--- config.mk ---
export PLATFORM = sky130hd
export DESIGN_NAME = fetch_sequencer
export DESIGN_NICKNAME = d
export VERILOG_FILES = /design/src/rtl/fetch_sequencer.sv
export SDC_FILE = /design/constraint.sdc
export NUM_CORES = 1
export LEC_CHECK = 0
export CAP_MARGIN = 10
export CORE_MARGIN = 5
export CORE_UTILIZATION = 37
export DETAILED_ROUTE_END_ITERATION = 12
export GPL_TIMING_DRIVEN = 1
export PLACE_DENSITY = 0.71
export REMOVE_ABC_BUFFERS = 1
export SYNTH_ARGS = -nofsm -noshare
export SYNTH_HDL_FRONTEND = slang
export SYNTH_SLANG_ARGS = --single-unit
--- constraint.sdc ---
create_clock -name CLK -period 4.1 [get_ports CLK]
set_input_delay 0.41 -clock CLK [delete_from_list [all_inputs] [get_ports CLK]]
set_output_delay 0.41 -clock CLK [all_outputs]
set_load 0.03 [all_outputs]
--- src/rtl/fetch_sequencer.sv ---
// Instruction-fetch sequencer: owns the PC, issues one I-mem read per instruction, applies redirects and halt.
// Latency: fetched word is valid in the output buffer the edge after ihit; redirect target is on iaddr one cycle after the request.
// Backpressure: stall with a full buffer drops iREN combinationally and holds the PC until decode takes the instruction.
module fetch_sequencer #(
  parameter logic [31:0] RESET_PC = 32'h0000_0000
) (
  input  logic        CLK,
  input  logic        nRST,
  input  logic        ihit,
  input  logic [31:0] iload,
  output logic        iREN,
  output logic [31:0] iaddr,
  input  logic        branch,
  input  logic [31:0] btarget,
  input  logic        jr,
  input  logic [31:0] jraddr,
  input  logic        jump,
  input  logic [31:0] jtarget,
  input  logic        halt,
  input  logic        stall,
  output logic        instr_valid,
  output logic [31:0] instr,
  output logic [31:0] instr_pc,
  output logic [31:0] instr_npc,
  output logic        halted,
  output logic [31:0] fetch_cnt
);

  typedef enum logic {FETCH, HALT} state_t;

  state_t      state, state_nxt;
  logic [31:0] pc, pc_nxt;
  logic        vld, vld_nxt;
  logic [31:0] ins, ins_nxt;
  logic [31:0] ipc, ipc_nxt;
  logic [31:0] inpc, inpc_nxt;
  logic [31:0] cnt, cnt_nxt;
  logic        take;
  logic        can_accept;
  logic [31:0] redir_tgt;

  // Decode consumes the buffer when it is valid and not stalled; an empty or draining buffer can be refilled.
  assign take       = vld & ~stall;
  assign can_accept = ~vld | take;
  assign iREN       = (state == FETCH) & can_accept;

  assign iaddr       = pc;
  assign instr_valid = vld;
  assign instr       = ins;
  assign instr_pc    = ipc;
  assign instr_npc   = inpc;
  assign halted      = (state == HALT);
  assign fetch_cnt   = cnt;

  // Redirect target select: branch beats jr beats jump; targets are forced word-aligned.
  always_comb begin
    redir_tgt = jtarget;
    if (branch)  redir_tgt = btarget;
    else if (jr) redir_tgt = jraddr;
    redir_tgt = {redir_tgt[31:2], 2'b00};
  end

  // Next-state logic: halt > redirect > fetch hit > drain; HALT freezes everything until reset.
  always_comb begin
    state_nxt = state;
    pc_nxt    = pc;
    vld_nxt   = vld;
    ins_nxt   = ins;
    ipc_nxt   = ipc;
    inpc_nxt  = inpc;
    cnt_nxt   = cnt;
    case (state)
      FETCH: begin
        if (halt) begin
          state_nxt = HALT;
          vld_nxt   = 1'b0;
        end else if (branch | jr | jump) begin
          // The buffered instruction is on the wrong path, so it is squashed even if taken this cycle.
          pc_nxt  = redir_tgt;
          vld_nxt = 1'b0;
        end else if (ihit & iREN) begin
          ins_nxt  = iload;
          ipc_nxt  = pc;
          inpc_nxt = pc + 32'd4;
          vld_nxt  = 1'b1;
          pc_nxt   = pc + 32'd4;
          cnt_nxt  = cnt + 32'd1;
        end else if (take) begin
          vld_nxt = 1'b0;
        end
      end
      HALT: begin
        vld_nxt = 1'b0;
      end
      default: begin
        state_nxt = FETCH;
      end
    endcase
  end

  // State and datapath registers with synchronous active-low reset.
  always_ff @(posedge CLK) begin
    if (!nRST) begin
      state <= FETCH;
      pc    <= RESET_PC;
      vld   <= 1'b0;
      ins   <= 32'h0;
      ipc   <= 32'h0;
      inpc  <= 32'h0;
      cnt   <= 32'h0;
    end else begin
      state <= state_nxt;
      pc    <= pc_nxt;
      vld   <= vld_nxt;
      ins   <= ins_nxt;
      ipc   <= ipc_nxt;
      inpc  <= inpc_nxt;
      cnt   <= cnt_nxt;
    end
  end

endmodule
==> out/metrics.yaml <==
synth:
  synthMuxAreaShare_pct: 3.168
  post_synth_num_cell_types: 57
  synth_edf_count: 0
  synth_area_leaders: "dfxtp_1, nand2_1, a21oi_1"
  async_reset_ff_share_pct: 0
  synth_area_um2: 7543
  synth_ff_type: "dfxtp_1"
  syn_avg_cell_area_um2: 7.785
  ys_seq_area_share_pct: 41.40
  synthAdderAreaFrac_pct: 0.3317
  synth_commonest_cells: "nand2_1, dfxtp_1, a21oi_1, o21ai_0, nor2_1"
  yosysMostFrequentCell: "nand2_1"
  synth.ff_latch_count: 156
  synth_top_family_by_area: "simple AND/OR/NAND/NOR gates"
  yosys.area.top_type: "dfxtp_1"
  synth_compound_area_share_pct: 19.89
  yosys_warnings: 0
  yosys.area_share.xor_xnor_pct: 4.993
  syn_inst: 969
  synth_simple_gate_area_share_pct: 24.22
  synth_top_cell_area_share_pct: 41.40
floorplan:
  rows: 52
  initial_core_util_pct: 37.40
  die_w_um: 152.8
  die_area_um2: 23340
  core_area_um2: 20170
  dieHeight_um: 152.8
  ios: 299
setup_path:
  cpMaxStageDelayCell: "nor2_1"
  crit_required_ns: 4.43
  crit_type: "reg2reg"
  worstPathCellList: "ha_1 -> and4_1 -> nand2_2 -> nor2_1 -> a31oi_1 -> o221ai_1"
  max_stage_delay_ns: 0.60
  crit_family: "simple AND/OR/NAND/NOR gates"
  cp-start-kind: "flip-flop"
  worst-path-buf-inv: 0
  endpoint_kind: "flip-flop"
  crit_fanout: 9
  critPathArrivalTime_ns: 2.77
clock_tree:
  clockRootBuffer: "clkbuf_16"
  cts.clk_slew.worst_paths_ns: 0.07
  h-tree-depth: 4
  clk_latency_ns: 0.42
  post-cts-setup-buffers: 0
  cts-buffers-inserted: 17
  clkSinkCount: 156
  cts_resized: 0
  ctsHoldBuffers: 0
  cts_tree: "done"
  cts_max_path_buffers: 2
pwr:
  power_leakage_nw: 3.637
  p_per_area_nw_per_um2: 318.1
  peakVddDrop_uv: 222.3
routing:
  ant_nets: 0
  drc_errors: 0
  viasPerCell: 5.199
  firstDrtPassIters: 5
  first_iter_violations: 347
  vias: 7715
  wirelength_mm: 24.78
  wl_per_cell_um: 16.69
global_route:
  grt_antenna_before_repair: 1
  grt_overflow: 0
  first_global_vias: 7230
  grt_usage_pct: 20.24
  grt_max_degree: 125
  grt_pass1_wl_mm: 38.61
timing:
  worst_slack_ns: 1.664
  fin_tns_setup_ns: 0
  finalSetupViolCount: 0
  fin_crit_sh_pct: 59.40
  rsz0062_at_grt: "no"
  fmax_ghz: 0.4106
  slew_viol_final: 0
  fin_skew_ns: 0.009923
  hold_viol: 0
  maxSlewHeadroom_pct: 31.90
  tightest_slew_ns: 1.021
  min_period_ns: 2.436
placed_design:
  pre_cts_slack_ns: 1.279
  routabilityCongestion: 0.7781
  io_buffer_count: 286
  dp_hpwl_mm: 17.36
  dpl_cell_area_um2: 10450
run:
  max_cap_violations: 0
final_layout:
  final_area_um2: 10970
  nNetsFinal: 1339
  diodes: 0
  layout-drive-gt1-share_pct: 5.601
  area_growth_pct: 45.43
run_status:
  status: "finished, final reports clean"
worst_hold_path:
  hold_class: "in2reg"
==> worst register-to-register path: cells and delay by family (launching register included) <==
kind | cells | cell delay, ns
adders and majority gates | 1 | 0.29
DFF | 1 | 0.45
and+or+nand+nor | 3 | 1.24
AOI/OAI and AO/OA | 2 | 0.36
==> logic make-up after synthesis <==
| family | Yosys count |
|---|---|
| adder cells (fa/ha/maj) | 2 |
| buffers and inverters | 101 |
| other | 1 |
| AO/OA/AOI/OAI | 261 |
| flip-flops | 156 |
| multiplexers | 23 |
| XOR/XNOR | 43 |
| AND/OR/NAND/NOR | 382 |
==> registers in the layout, indices dropped and copies added, names as in the netlist <==
register / flops
instr_pc: 30
iaddr: 30
instr_npc: 30
fetch_cnt: 32
halted: 1
instr: 32
instr_valid: 1
==> area by class of cell <==
cell class	count	area [um2]
flip-flops and latches	156	3123
inverters	13	51.30
clock inverters	13	92.59
fillers	1905	9199
well taps	270	337.8
repair buffers	296	2935
clock buffers	19	432.9
multi-input cells	717	3998
==> stage by stage <==
stage	std cells	total power, W	hold WS, ns	util (%)
2_1_floorplan	886	0.001820	0.5269	-
3_3_place_gp	1452	0.002086	0.4410	51.79
3_5_place_dp	1452	0.002091	0.4453	51.79
4_1_cts	1484	0.003529	0.4071	54.39
5_1_grt	1484	0.003641	0.4193	54.39
6_report	1484	0.003490	0.4241	54.39
==> layout by cell type, fill, tap and decap left out, drive strengths merged, types with 16 or more instances in the layout <==
| cell | count |
|---|---|
| clkdlybuf4s50 | 283 |
| mux2i | 16 |
| clkbuf | 19 |
| nand3 | 26 |
| a21oi | 125 |
| nor2 | 60 |
| nand2 | 186 |
| nor3 | 30 |
| o21ai | 63 |
| or3 | 17 |
| nand4 | 19 |
| dfxtp | 156 |
| xnor2 | 34 |
| inv | 16 |
==> layer usage <==
metal	part of all wire, %	track usage, %	up-vias
li1	-	-	3860
met1	43	25.02	3556
met2	48	34.14	256
met3	7.2	5.822	41
met4	2.1	6.364	2
met5	0.081	0	-
==> power breakdown <==
| part | internal (W) | switching, W | total (W) |
|---|---|---|---|
| clock network | 0.000777 | 0.000657 | 0.00143 |
| registers | 0.00154 | 0.0000489 | 0.00159 |
| logic | 0.000228 | 0.000234 | 0.000462 |
| total | 0.00255 | 0.000940 | 0.00349 |
==> worst paths after layout <==
check	startpoint	to	slack [ns]	cells past startpoint
hold reg to reg	instr[12]	instr[12]	0.45	2
hold / removal	branch	iaddr[29]	0.42	4
setup / recovery	iaddr[2]	iaddr[24]	1.66	6
setup reg to reg	iaddr[2]	iaddr[24]	1.66	6
No activity file was read; power rests on OpenSTA's default activity.
